<file path="config.mk">
export PLATFORM = sky130hd
export DESIGN_NAME = tft_display_timing
export DESIGN_NICKNAME = d
export VERILOG_FILES = /design/src/rtl/tft_display_timing.sv
export SDC_FILE = /design/constraint.sdc
export NUM_CORES = 1
export LEC_CHECK = 0
export CAP_MARGIN = 20
export CORE_ASPECT_RATIO = 0.6
export CORE_MARGIN = 3
export CORE_UTILIZATION = 51
export CTS_BUF_LIST = sky130_fd_sc_hd__clkbuf_4 sky130_fd_sc_hd__clkbuf_8
export CTS_CLUSTER_DIAMETER = 50
export CTS_CLUSTER_SIZE = 8
export DETAILED_ROUTE_END_ITERATION = 8
export GPL_TIMING_DRIVEN = 0
export PLACE_DENSITY = 0.82
export SKIP_LAST_GASP = 1
export SLEW_MARGIN = 20
export SYNTH_ARGS = -nofsm -noshare
export SYNTH_HDL_FRONTEND = slang
export SYNTH_SLANG_ARGS = --single-unit
</file>
<file path="constraint.sdc">
create_clock -name tft_clock_9m -period 2.45 [get_ports tft_clock_9m]
set_clock_uncertainty 0.2 [all_clocks]
set_input_delay 0.245 -clock tft_clock_9m [delete_from_list [all_inputs] [get_ports tft_clock_9m]]
set_output_delay 0.245 -clock tft_clock_9m [all_outputs]
set_load 0.01 [all_outputs]
</file>
<file path="src/rtl/tft_display_timing.sv">
// Raster timing generator for the 480x272 TFT panel on the 9 MHz pixel clock.
// Free-running h/v counters produce raw sync/DE and the active-area coordinates
// fed to the glyph renderer. Raw sync/DE are delayed to match the renderer
// latency, then registered together with glyph_data so every panel signal
// leaves the chip on the same edge.
module tft_display_timing #(
    parameter int H_SYNC     = 41,
    parameter int H_BACK     = 2,
    parameter int H_VALID    = 480,
    parameter int H_FRONT    = 2,
    parameter int V_SYNC     = 10,
    parameter int V_BACK     = 2,
    parameter int V_VALID    = 272,
    parameter int V_FRONT    = 2,
    parameter int PIPE_DELAY = 3
) (
    input  logic        tft_clock_9m,
    input  logic        system_reset_n,
    input  logic [15:0] glyph_data,
    output logic [9:0]  pix_x,
    output logic [9:0]  pix_y,
    output logic        frame_start,
    output logic        tft_hsync,
    output logic        tft_vsync,
    output logic        tft_de,
    output logic [15:0] tft_rgb,
    output logic        tft_backlight
);

    localparam int H_TOTAL = H_SYNC + H_BACK + H_VALID + H_FRONT;
    localparam int V_TOTAL = V_SYNC + V_BACK + V_VALID + V_FRONT;

    localparam logic [9:0] H_LAST      = 10'(H_TOTAL - 1);
    localparam logic [9:0] V_LAST      = 10'(V_TOTAL - 1);
    localparam logic [9:0] H_SYNC_END  = 10'(H_SYNC);
    localparam logic [9:0] V_SYNC_END  = 10'(V_SYNC);
    localparam logic [9:0] H_ACT_START = 10'(H_SYNC + H_BACK);
    localparam logic [9:0] H_ACT_END   = 10'(H_SYNC + H_BACK + H_VALID);
    localparam logic [9:0] V_ACT_START = 10'(V_SYNC + V_BACK);
    localparam logic [9:0] V_ACT_END   = 10'(V_SYNC + V_BACK + V_VALID);
    localparam logic [9:0] OUTSIDE     = 10'h3FF;

    logic [9:0] h_cnt;
    logic [9:0] v_cnt;
    logic       h_wrap;
    logic       v_wrap;

    logic       hs_raw;
    logic       vs_raw;
    logic       de_raw;
    logic       h_active;
    logic       v_active;

    // Flag delay lines; the top bit lines up with glyph_data for the same pixel.
    logic [PIPE_DELAY-1:0] hs_pipe;
    logic [PIPE_DELAY-1:0] vs_pipe;
    logic [PIPE_DELAY-1:0] de_pipe;
    logic                  hs_d;
    logic                  vs_d;
    logic                  de_d;

    assign h_wrap = (h_cnt == H_LAST);
    assign v_wrap = (v_cnt == V_LAST);

    // Raster position: h_cnt every clock, v_cnt once per line, both wrap at frame end.
    always_ff @(posedge tft_clock_9m or negedge system_reset_n) begin
        if (!system_reset_n) begin
            h_cnt <= '0;
            v_cnt <= '0;
        end else if (h_wrap) begin
            h_cnt <= '0;
            v_cnt <= v_wrap ? 10'd0 : v_cnt + 10'd1;
        end else begin
            h_cnt <= h_cnt + 10'd1;
        end
    end

    // Raw timing and renderer coordinates straight from the counters.
    always_comb begin
        hs_raw   = (h_cnt >= H_SYNC_END);
        vs_raw   = (v_cnt >= V_SYNC_END);
        h_active = (h_cnt >= H_ACT_START) && (h_cnt < H_ACT_END);
        v_active = (v_cnt >= V_ACT_START) && (v_cnt < V_ACT_END);
        de_raw   = h_active && v_active;
        pix_x    = de_raw ? (h_cnt - H_ACT_START) : OUTSIDE;
        pix_y    = de_raw ? (v_cnt - V_ACT_START) : OUTSIDE;
    end

    // Match renderer latency; reset flushes to idle levels so no partial DE escapes.
    always_ff @(posedge tft_clock_9m or negedge system_reset_n) begin
        if (!system_reset_n) begin
            hs_pipe <= '1;
            vs_pipe <= '1;
            de_pipe <= '0;
        end else begin
            hs_pipe <= {hs_pipe[PIPE_DELAY-2:0], hs_raw};
            vs_pipe <= {vs_pipe[PIPE_DELAY-2:0], vs_raw};
            de_pipe <= {de_pipe[PIPE_DELAY-2:0], de_raw};
        end
    end

    assign hs_d = hs_pipe[PIPE_DELAY-1];
    assign vs_d = vs_pipe[PIPE_DELAY-1];
    assign de_d = de_pipe[PIPE_DELAY-1];

    // Panel output register; glyph_data is gated so blanking never carries renderer junk.
    always_ff @(posedge tft_clock_9m or negedge system_reset_n) begin
        if (!system_reset_n) begin
            tft_hsync <= 1'b1;
            tft_vsync <= 1'b1;
            tft_de    <= 1'b0;
            tft_rgb   <= 16'h0000;
        end else begin
            tft_hsync <= hs_d;
            tft_vsync <= vs_d;
            tft_de    <= de_d;
            tft_rgb   <= de_d ? glyph_data : 16'h0000;
        end
    end

    // Frame marker (undelayed) and backlight enable that comes up once reset is gone.
    always_ff @(posedge tft_clock_9m or negedge system_reset_n) begin
        if (!system_reset_n) begin
            frame_start   <= 1'b0;
            tft_backlight <= 1'b0;
        end else begin
            frame_start   <= (h_cnt == 10'd0) && (v_cnt == 10'd0);
            tft_backlight <= 1'b1;
        end
    end

endmodule

</file>
### Word level (Yosys, flattened, before mapping)

Cells that the tools add are included.

* register bits: 50
* output and inout port bits: 41
* logic and storage cells: 34
* input bits: 18

* multiplexer cells: 5
* equal/unequal tests: 2
* $add $sub $neg: 4
* $lt $le $gt $ge: 6
* reductions and logical operators: 6

Operator list (count)
* 10-bit two-way mux: 4
* 10-bit by 1-bit adder with 10-bit output, second input constant: 2
* 10-bit by 4-bit greater-or-equal comparator with 1-bit output, second input constant: 2
* 10-bit by 6-bit greater-or-equal comparator with 1-bit output, second input constant: 2
* 10-bit zero test: 2
* 16-bit two-way mux: 1
* 10-bit equality test, second input constant: 1
* 10-bit by 9-bit equality test with 1-bit output, second input constant: 1
* 10-bit < comparator, second input constant: 1
* 10-bit by 9-bit < comparator with 1-bit output, second input constant: 1
* 10-bit by 4-bit subtractor with 10-bit output, second input constant: 1
* 10-bit by 6-bit subtractor with 10-bit output, second input constant: 1
* 1-bit logical AND: 4

### Logic depth before layout (Yosys ltp)

* depth in word-level cells: 4
* mapped depth: 7

### Worst setup path before layout

Ideal clock, no wire load.

* path kind: register to output
* start: register h_cnt[0]
* end: output pix_x[4]
* buffers on the path: 1
* arrival: 1.767 ns
* slack: 0.238 ns
* data required time: 2.005 ns
* cell stages (with the launch flop): 7
* path through: dfrtp_1 > ha_1 > o21ai_0 > a31oi_1 > a211oi_4 > buf_6 > nand2_1

* longest elaborated chain between the ends: 4
* elaborated cells on any way between the ends: 6
* classes of those cells: 1 x add/sub; 2 x order compare; 1 x mux; 2 x reduce/logical

RTL lines
* from (decl): RTL line 43 `logic [9:0] h_cnt;`
* from (signal assigned): RTL line 74 `h_cnt <= h_cnt + 10'd1;`
* 10-bit by 6-bit greater-or-equal comparator with 1-bit output / 10-bit < comparator (equally long branches): RTL line 82 `h_active = (h_cnt >= H_ACT_START) && (h_cnt < H_ACT_END);`
* 1-bit logical AND *: RTL line 82
* 1-bit logical AND *: RTL line 84 `de_raw = h_active && v_active;`
* named net de_raw: RTL line 50 `logic de_raw;`
* 10-bit two-way mux *: RTL line 85 `pix_x = de_raw ? (h_cnt - H_ACT_START) : OUTSIDE;`
* to (decl): RTL line 20 `output logic [9:0] pix_x,`

The timed path passes the listed nets; every way through them passes the cells marked *.

### Worst setup path in the final report

* start: register v_cnt[6]
* end: output pix_y[9]

* longest elaborated chain between the ends: 4
* elaborated cells on any way between the ends: 6
* classes of those cells: 1 x add/sub; 2 x order compare; 1 x mux; 2 x reduce/logical

RTL lines
* from (decl): RTL line 44 `logic [9:0] v_cnt;`
* from (signal assigned): RTL line 72 `v_cnt <= v_wrap ? 10'd0 : v_cnt + 10'd1;`
* 10-bit by 4-bit greater-or-equal comparator with 1-bit output / 10-bit by 9-bit < comparator with 1-bit output (equally long branches): RTL line 83 `v_active = (v_cnt >= V_ACT_START) && (v_cnt < V_ACT_END);`
* 1-bit logical AND: RTL line 83
* 1-bit logical AND: RTL line 84
* 10-bit two-way mux *: RTL line 86 `pix_y = de_raw ? (v_cnt - V_ACT_START) : OUTSIDE;`
* to (decl): RTL line 21 `output logic [9:0] pix_y,`

Mark *: on every way between the ends. The rest lies on a longest branch, timed or not.

==> impl_metrics.toml <==
[outcome]
status = "finished, violations left"
violations = "setup timing"

[global_route]
grt_pass1_wl_um = 9094
grt_antenna_before_repair = 0
grt_max_degree = 32
grtUsageTotal = 0.2105
grt_pass1_vias = 1879
grt_overflow = 0

[clock_tree]
cts.sinks = 50
cts_root_buf = "clkbuf_8"
clock_latency_ns = 0.31
cts_buffers = 5
cts.clk_slew.worst_paths_ns = 0.10
h-tree-depth = 2
clock_path_buffers = 2
cts_tree = "done"

[yosys]
synth_edf_count = 0
ys_ff_latch = 50
ys_types = 39
synth_ff_type = "dfrtp_1"
ys_warn_count = 0
syn-num-nets = 266
syn_area_um2 = 2431
synth_cells = 238
syn_area_per_cell_um2 = 10.21
async_flop_share = 1.000
synth_seq_area_share = 0.5188

[route]
num_vias = 2027
drc = 0
avgRoutedWirePerCell_um = 15.76
viasPerCell = 5.348
drtAntennaViolNets = 0
dr.pass1.iters = 4
initialDrtViolationCount = 101
wl_um = 5972

[floorplan]
die_w_um = 95.14
die_area_um2 = 5659
coreArea_um2 = 4347
start_util = 0.5593
rows = 18
chipHeight_um = 59.48
io_pins = 59

[sta]
rsz0062_at_grt = "true"
final-max-slew-violation-count = 0
finalHoldViolations = 0
period_needed_ns = 2.569
setup_violations = 9
holdWs_ns = 0.1564
min_period_over_period = 1.049
setup_tns_ns = -0.4296
slew_headroom = 0.5324
max_freq_ghz = 0.3893
tightest_slew_ns = 0.7014
finalWorstSetupSlack_ns = -0.1188

[worst_setup_path]
crit_chain = "or4_4 > a211oi_1 > xnor2_1 > nand2_2 > buf_6"
worstSetupPathType = "flop to output pin"
cp-start-kind = "flop"
critPathRequiredTime_ns = 2.01
r2r_setup_slack_ns = 0.15
critPathLaunch = "v_cnt[6]"
path_max_fanout = 3
r2r-start = "h_cnt[7]"
max_stage_delay_ns = 0.58
cp.arrival_ns = 2.12
r2r_cells = 6
critical_path_buf_inv_count = 1
end_kind = "output pin"
critical-path-slowest-cell = "or4_4"
path_delay_family = "simple AND/OR/NAND/NOR gates"
endpoint = "pix_y[9]"
rr_endpoint = "v_cnt[9]"
path_depth = 5

[place]
dp.cells = 357
post-place-ws_ns = -0.5457
gp_congestion = 0.8868
dp_hpwl_um = 3853
dpl_cell_area_um2 = 3109
portBuffers = 58

[layout]
final_common_cell = "clkdlybuf4s50_1"
fin_cells = 379
final_cell_mix = "clkdlybuf4s50_1 (37), dfrtp_1 (32), nand2_1 (19)"
diodes = 0
drive_gt1_frac = 0.3041
fin_nets = 346
design_area_um2 = 3466
synthToLayoutAreaGrowth_pct = 42.56

[power_and_ir_drop]
power_density_nw_per_um2 = 426.9
p_leak_nw = 1.498
peakVddDrop_v = 0.0002819

[flow_run]
max_cap_viol_count = 0

[worst_hold_path]
hold_path_class = "flop to flop"
==> per-layer routing <==
layer,global-route usage,vias up,part of all wire
li1,-,954,-
met4,0.05544,0,0.0070
met5,0,-,0
met1,0.2956,978,0.46
met2,0.3234,88,0.45
met3,0.05838,7,0.090
==> registers in the layout, summed over array words and instances, names as in the netlist <==
name,count
tft_rgb,16
h_cnt,10
tft_backlight,1
de_pipe,3
frame_start,1
vs_pipe,3
tft_de,1
v_cnt,10
hs_pipe,3
tft_hsync,1
tft_vsync,1
==> cells in the mapped netlist (2+ instances only) <==
cell      number  share of area
o21ai_0       17          0.035
and2_1        18          0.046
dfstp_2        8          0.086
inv_1          9          0.014
xor2_1         7          0.025
nor2_1        10          0.015
dfrtp_1       42           0.43
and3_1         3         0.0077
nand2_1       29          0.045
nand4_1        5          0.013
buf_2          4         0.0082
ha_1          10          0.051
buf_6          2         0.0093
clkbuf_1       8          0.012
a211oi_1       2         0.0062
nor3_1         6          0.012
mux2i_1        2         0.0082
xnor2_1       12          0.043
a21oi_1        8          0.016
nand2b_1       3         0.0077
nand3_1       12          0.025
and4_1         4          0.014
==> worst min path at each step <==
stage	end	cells after the start	start
floorplan	de_pipe[0]	0	system_reset_n
global placement	de_pipe[1]	0	de_pipe[0]
detailed placement	tft_rgb[13]	1	system_reset_n
CTS	vs_pipe[1]	0	vs_pipe[0]
global route	vs_pipe[1]	0	vs_pipe[0]
finish	vs_pipe[1]	0	vs_pipe[0]
==> final cells by class <==
type / instances / area, um2
Clock buffer: 5 / 68.82
Multi-Input combinational cell: 165 / 1185
Sequential cell: 50 / 1274
Buffer: 7 / 41.29
Tap cell: 60 / 75.07
Clock inverter: 3 / 47.55
Timing Repair Buffer: 80 / 740.7
Inverter: 9 / 33.78
Fill cell: 262 / 880.8
==> power by group <==
part / internal, W / switching, W
sequential: 0.000826 / 0.000000312
combinational: 0.0000294 / 0.0000205
clock: 0.000310 / 0.000294
==> kinds of logic (layout without fill, tap and decap cells) <==
group                      after synthesis  count (layout)  share of synthesized area
muxes                                    3               3                    0.01287
other                                    1               1                   0.001543
DFF                                     50              50                     0.5188
xor gates and xnor gates                19              19                    0.06845
adders and majority gates               10              10                    0.05147
AOI/OAI and AO/OA                       35              35                    0.08647
and+or+nand+nor                         97              97                     0.2167
buffers and inverters                   23             104                    0.04375
==> through the flow <==
step	util	power (W)
floorplan	-	0.0008429
global placement	0.7101	0.0008864
detailed placement	0.7153	0.0008916
CTS	0.7542	0.001488
global route	0.7974	0.001533
finish	0.7974	0.001480
==> repair_timing <==
item                       in CTS  in global routing
gates cloned                    1                  0
setup buffers                  12                  7
hold buffers                    1                  0
pin swaps                       6                  5
gates resized for setup        94                 38
setup endpoints to repair      20                 20
hold endpoints to repair       27                  0
==> worst register-to-register path, cell delays in order (launching register included) <==
cell     delay, ns
dfrtp_1       0.49
nor3_4        0.33
buf_4         0.17
buf_4         0.10
nand4_1       0.14
nor4_1        0.40
mux2_2        0.38
No activity file was read; power rests on OpenSTA's default activity.
==> variant 1: new RTL, config.mk and constraints unchanged <==
The parameter `PIPE_DELAY` goes from 3 to 6.
--- a/src/rtl/tft_display_timing.sv
+++ b/src/rtl/tft_display_timing.sv
@@ -12,7 +12,7 @@
     parameter int V_BACK     = 2,
     parameter int V_VALID    = 272,
     parameter int V_FRONT    = 2,
-    parameter int PIPE_DELAY = 3
+    parameter int PIPE_DELAY = 6
 ) (
     input  logic        tft_clock_9m,
     input  logic        system_reset_n,
Formal check against the unedited RTL: not equivalent (a bounded check fails within 10 cycles, from zero or initial values and one cycle with system_reset_n low).
==> variant 1 against the unedited design <==
The flow still finishes with violations (negative setup slack); highest routed layer unchanged; sequential share of layout area rose by 2.8 points; design area rose by 9.5%; hold slack got worse by 6.6 ps; worst setup slack improved by 43 ps; count of clock-buffer cells in the layout rose by 5; sequential power rose by 18%; routed wire length rose by 7.3%; register-to-register slack improved by 160 ps; sequential cell count rose by 9; critical path depth rose by 2; combinational power fell by 4%; synthesized area rose by 9.6%; power rose by 37%.
==> variant 1: results (changes against the unedited design) <==
| Metric | Value |
|---|---|
| Vias post-DR | 2,120 (was 2,027) |
| Routability cong. | 0.930 (was 0.887) |
| Largest net degree at the start of global routing | 60 (was 32) |
| Post-synthesis sequential area ratio | 0.561 (was 0.519) |
| Dpl hpwl | 3870 µm (was 3850 µm) |
| Net Count, Synth | 275 (was 266) |
| H-tree depth | 3 (was 2) |
| Antenna Cells | 0 (unchanged) |
| Worst min path class | reg -> reg (unchanged) |
| Worst path max stage delay | 560 ps (was 580 ps) |
| First-pass DRT Iterations | 5 (was 4) |
| Slowest library cell on the worst path | or4_4 (unchanged) |
| Initial antenna violation count | 0 (unchanged) |
| Synth cell types | 39 (unchanged) |
| Synth Instances | 247 (was 238) |
| Final TNS setup | -1150 ps (was -430 ps) |
| DR iter-0 viols | 149 (was 101) |
| Total CTS buffers | 9 (was 5) |
| Post-synth EDFFs | 0 (unchanged) |
| Vias in the first global route | 1,913 (was 1,879) |
| Worst slew margin | 0.527 (was 0.532) |
| Final nets | 357 (was 346) |
| Final setup violation count | 20 (was 9) |
| Status | complete, but fails checks (unchanged) |
| Setup slack after layout | -76.2 ps (was -119 ps) |
| YS warnings | 0 (unchanged) |
| Clock slew at reported path FFs | 70 ps (was 100 ps) |
| Peak VDD IR | 0.310 mV (was 0.282 mV) |
| Pre-CTS WS | -598 ps (was -546 ps) |
| Register-to-register setup slack | 310 ps (was 150 ps) |
| Largest cells by area after synthesis | dfrtp_1 (42%), dfstp_2 (14%), ha_1 (4.7%) (was dfrtp_1 (43%), dfstp_2 (8.6%), ha_1 (5.1%)) |
| Layout cells sized above 1 | 0.308 (was 0.304) |
| Vias per cell | 5.34 (was 5.35) |
| Worst Path Max Fanout | 7 (was 3) |
| Max clock buf depth | 2 (unchanged) |
| Failing checks | negative setup slack (unchanged) |
| Largest regs | tft_rgb: 16 flops, h_cnt: 10 flops, v_cnt: 10 flops (unchanged) |
| Fraction of registers with async set or reset after synthesis | 1.00 (unchanged) |
| GRT Total Usage | 0.213 (was 0.210) |
| Min-Delay Endpoint | de_pipe[1] (was vs_pipe[1]) |
| Post-Route WL | 6410 µm (was 5970 µm) |
| CP Data Arrival Time | 2080 ps (was 2120 ps) |
| Synth cell count leaders | dfrtp_1 (45), nand2_1 (29), and2_1 (18) (was dfrtp_1 (42), nand2_1 (29), and2_1 (18)) |
| Post-synth top area share | 0.423 (was 0.432) |
| Lkg Pwr | 1.67 nW (was 1.50 nW) |
| Worst reg2reg startpoint | h_cnt[6] (was h_cnt[7]) |
| Total internal power | 1.60 mW (was 1.17 mW) |
| Clock root buffer | clkbuf_8 (unchanged) |
| First-pass GRT wire length | 9720 µm (was 9090 µm) |
| Skew-Pair Late Insertion Delay | 350 ps (was 310 ps) |
| Placement Cell Area | 3320 µm² (was 3110 µm²) |
| R2R cell count | 6 (unchanged) |
| Reg-to-Reg End | v_cnt[9] (unchanged) |
| Hold_sp | de_pipe[0] (was vs_pipe[0]) |
| Dpl cells | 368 (was 357) |
## variant 1: changes by cell type after synthesis
cell     delta
dfstp_2     +6
dfrtp_1     +3
## variant 1: area by class of cell
cell class / count / area, µm²
Clock inverter: 6 / 88.8
Buffer: 10 / 62.6
Fill cell: 307 / 1010
Sequential cell: 59 / 1500
Multi-Input combinational cell: 165 / 1200
Inverter: 9 / 33.8
Tap cell: 63 / 78.8
Clock buffer: 10 / 138
Timing Repair Buffer: 75 / 697
## variant 1: logic make-up after synthesis
logic type      share of synthesized area
simple gates                        0.198
flops                               0.561
compound gates                     0.0789
buf+inv                            0.0399
xor+xnor                           0.0625
fa+ha+maj                          0.0470
mux                                0.0117
other cells                       0.00141
## variant 1: repair_timing
item                                   in CTS  in global routing
setup endpoints to repair                  20                 20
endpoints found under the hold margin      45                  0
cloned                                      1                  0
hold buffers                                1                  0
resized for setup                         117                 19
pin swaps                                   8                  3
buffers inserted                           11                  4
## variant 1: power by group through the flow
stage	combinational (mW)	sequential, mW	clock [mW]
6_report	0.0479	0.976	1.01
5_1_grt	0.0531	0.975	1.07
4_1_cts	0.0491	0.976	1.02
3_5_place_dp	0.0469	0.994	0
3_3_place_gp	0.0471	0.994	0
2_1_floorplan	0.000146	0.994	0
## variant 1: worst max-delay path by stage
stage                   startpoint       end  cells past startpoint
floorplan                 h_cnt[0]  pix_x[4]                      6
global placement    system_reset_n  h_cnt[2]                      1
detailed placement        h_cnt[0]  pix_y[7]                      7
CTS                       v_cnt[6]  pix_x[3]                      7
global route              v_cnt[6]  pix_x[0]                      7
finish                    v_cnt[6]  pix_x[5]                      7
## variant 1: metal layers
layer	track usage	wire length, µm	vias up
met5	0	0	-
met4	0.0603	56	0
met3	0.0769	500	10
met2	0.330	2810	91
met1	0.290	3030	1032
li1	-	-	987
## variant 1: worst max-delay path: cells and delay by family (launching register included)
kind                   cells  cell delay, ps
AND/OR/NAND/NOR            1             560
AO/OA/AOI/OAI              3             370
flip-flops                 1             370
buffers and inverters      3             440
## variant 1: metrics by stage
step,hold WS [ps],total power [mW]
after floorplan,-251,0.994
after global placement,134,1.04
after detailed placement,137,1.04
after CTS,152,2.05
after global routing,154,2.10
final,150,2.03
==> variant 2: new RTL, config.mk and constraints unchanged <==
Made on the original files. Put one more register stage on the output `tft_rgb`, without a reset. The value now appears one clock later. The other outputs are not delayed to match.
--- a/src/rtl/tft_display_timing.sv
+++ b/src/rtl/tft_display_timing.sv
@@ -39,6 +39,8 @@
     localparam logic [9:0] V_ACT_START = 10'(V_SYNC + V_BACK);
     localparam logic [9:0] V_ACT_END   = 10'(V_SYNC + V_BACK + V_VALID);
     localparam logic [9:0] OUTSIDE     = 10'h3FF;
+
+    logic [15:0] tft_rgb_s0;
 
     logic [9:0] h_cnt;
     logic [9:0] v_cnt;
@@ -109,12 +111,12 @@
             tft_hsync <= 1'b1;
             tft_vsync <= 1'b1;
             tft_de    <= 1'b0;
-            tft_rgb   <= 16'h0000;
+            tft_rgb_s0 <= 16'h0000;
         end else begin
             tft_hsync <= hs_d;
             tft_vsync <= vs_d;
             tft_de    <= de_d;
-            tft_rgb   <= de_d ? glyph_data : 16'h0000;
+            tft_rgb_s0 <= de_d ? glyph_data : 16'h0000;
         end
     end
 
@@ -129,5 +131,9 @@
         end
     end
 
+    always_ff @(posedge tft_clock_9m) begin
+        tft_rgb <= tft_rgb_s0;
+    end
+
 endmodule
 
Function: no difference found for any inputs over 10 cycles, from zero or initial values and one cycle with system_reset_n low; that may be too few to reach the edited logic, so the function may still have changed.
==> variant 2 against the unedited design <==
Routed wire length rose by 11%; sequential cell count increased by 16; non-clock buffer count rose by 5; power increased by 39%; sequential power rose by 32%; core utilization shrank 2.0 points; design area increased by 15%; final cell count increased by 9.2%; worst setup slack worse by 71 ps; the run still ends with negative setup slack left; largest cell class unchanged; synthesized area grew 13%.
==> variant 2: results (changes against the unedited design) <==
| Metric | Value |
|---|---|
| Status | complete, but fails checks (unchanged) |
| Failing checks | negative setup slack (unchanged) |
| Post-Syn Area per Cell | 10.8 µm² (was 10.2 µm²) |
| Area of the multi-input gates | 1220 µm² (was 1180 µm²) |
| Num Clock Sinks | 66 (was 50) |
| Mux cell area share after synthesis | 0.0114 (was 0.0129) |
| Post-synthesis compound-gate area fraction | 0.0764 (was 0.0865) |
| Total CTS buffers | 9 (was 5) |
| Met2 Use GR | 0.321 (was 0.323) |
| ClkCell Share | 0.0508 (was 0.0336) |
| Worst path max stage delay | 550 ps (was 580 ps) |
| Non-CTS buffers | 92 (was 87) |
| M1 WL | 2970 µm (was 2730 µm) |
| Synth Area in XOR/XNOR | 0.0605 (was 0.0685) |
| Peak VDD IR | 0.344 mV (was 0.282 mV) |
| Clock buffer cells | 10 (was 5) |
| Final nets | 371 (was 346) |
| Worst min path class | reg -> reg (unchanged) |
| Largest cells by area after synthesis | dfrtp_1 (38%), dfxtp_1 (12%), dfstp_2 (7.6%) (was dfrtp_1 (43%), dfstp_2 (8.6%), ha_1 (5.1%)) |
| Synth cell count leaders | dfrtp_1 (42), nand2_1 (29), and2_1 (18) (unchanged) |
| Sequential Area | 1590 µm² (was 1270 µm²) |
| First-pass GRT wire length | 10,100 µm (was 9090 µm) |
| Setup slack after layout | -190 ps (was -119 ps) |
| CP Data Arrival Time | 2190 ps (was 2120 ps) |
| Final setup violation count | 20 (was 9) |
| Largest regs | tft_rgb: 16 flops, tft_rgb_s0: 16 flops (was tft_rgb: 16 flops, h_cnt: 10 flops, v_cnt: 10 flops) |
| Clock slew at reported path FFs | 80 ps (was 100 ps) |
| Routability cong. | 0.897 (was 0.887) |
| Fraction of registers with async set or reset after synthesis | 0.758 (was 1.00) |
| DR iter-0 viols | 100 (was 101) |
| GRT Total Usage | 0.210 (about the same) |
| Worst Path Max Fanout | 7 (was 3) |
| Lkg Pwr | 1.75 nW (was 1.50 nW) |
| Met3 WL | 585 µm (was 537 µm) |
| Vias post-DR | 2,180 (was 2,027) |
| Post-Route WL | 6610 µm (was 5970 µm) |
| Synth cell types | 40 (was 39) |
| Dpl hpwl | 3890 µm (was 3850 µm) |
| Layout cells sized above 1 | 0.307 (was 0.304) |
| Skew-Pair Late Insertion Delay | 340 ps (was 310 ps) |
| Final non-clock buffer share | 0.217 (was 0.226) |
| M3 GR Usage | 0.0725 (was 0.0584) |
| Adder-cell share of the synthesized area | 0.0455 (was 0.0515) |
| WL met2 | 2970 µm (was 2660 µm) |
| Vias in the first global route | 2,030 (was 1,879) |
| GRT met1 Usage | 0.284 (was 0.296) |
| Post-synthesis sequential area ratio | 0.575 (was 0.519) |
| Largest net degree at the start of global routing | 36 (was 32) |
[variant 2: cell count changes after synthesis]
cell     change
dfxtp_1     +16
[variant 2: repair_timing]
action                                 4_1_cts  5_1_grt
buffers inserted                            10       13
endpoints found under the hold margin       42        0
setup endpoints to repair                   20       20
hold buffers                                 1        0
pin swaps                                    6        8
cloned                                       1        0
resized for setup                           97       45
[variant 2: metrics by stage]
| step | worst slack, ps | cells | util | TNS (ps) | hold slack, ps |
|---|---|---|---|---|---|
| final | -190 | 414 | 0.778 | -2780 | 137 |
| after global routing | -269 | 414 | 0.778 | -4110 | 149 |
| after detailed placement | -560 | 379 | 0.669 | -9230 | -6.05 |
| after global placement | -501 | 378 | 0.666 | -26190 | 125 |
| after floorplan | 238 | 254 | - | 0 | -251 |
| after CTS | -161 | 403 | 0.730 | -1800 | 140 |
[variant 2: worst paths after layout]
path	start	to	slack [ps]	cells past startpoint
setup / recovery	v_cnt[5]	pix_x[1]	-190	8
hold / removal	tft_rgb_s0[4]	tft_rgb[4]	140	0
setup reg to reg	h_cnt[1]	v_cnt[7]	290	8
hold reg to reg	tft_rgb_s0[4]	tft_rgb[4]	140	0
max in group asynchronous	system_reset_n	hs_pipe[1]	1320	3
min in group asynchronous	system_reset_n	v_cnt[4]	160	2
[variant 2: worst reg2reg max path, cell delays in order, from the launching register on]
cell and delay (ps):
dfrtp_1 410, buf_4 150, buf_4 140, inv_1 80, ha_1 210, nand4_1 150
clkbuf_1 280, nor3_1 300, xor2_1 170
[variant 2: power breakdown]
part           total (mW)  switching (mW)  internal, mW
registers            1.09        0.000207          1.09
logic              0.0490          0.0208        0.0282
clock network       0.927           0.428         0.499
total                2.06           0.449          1.61
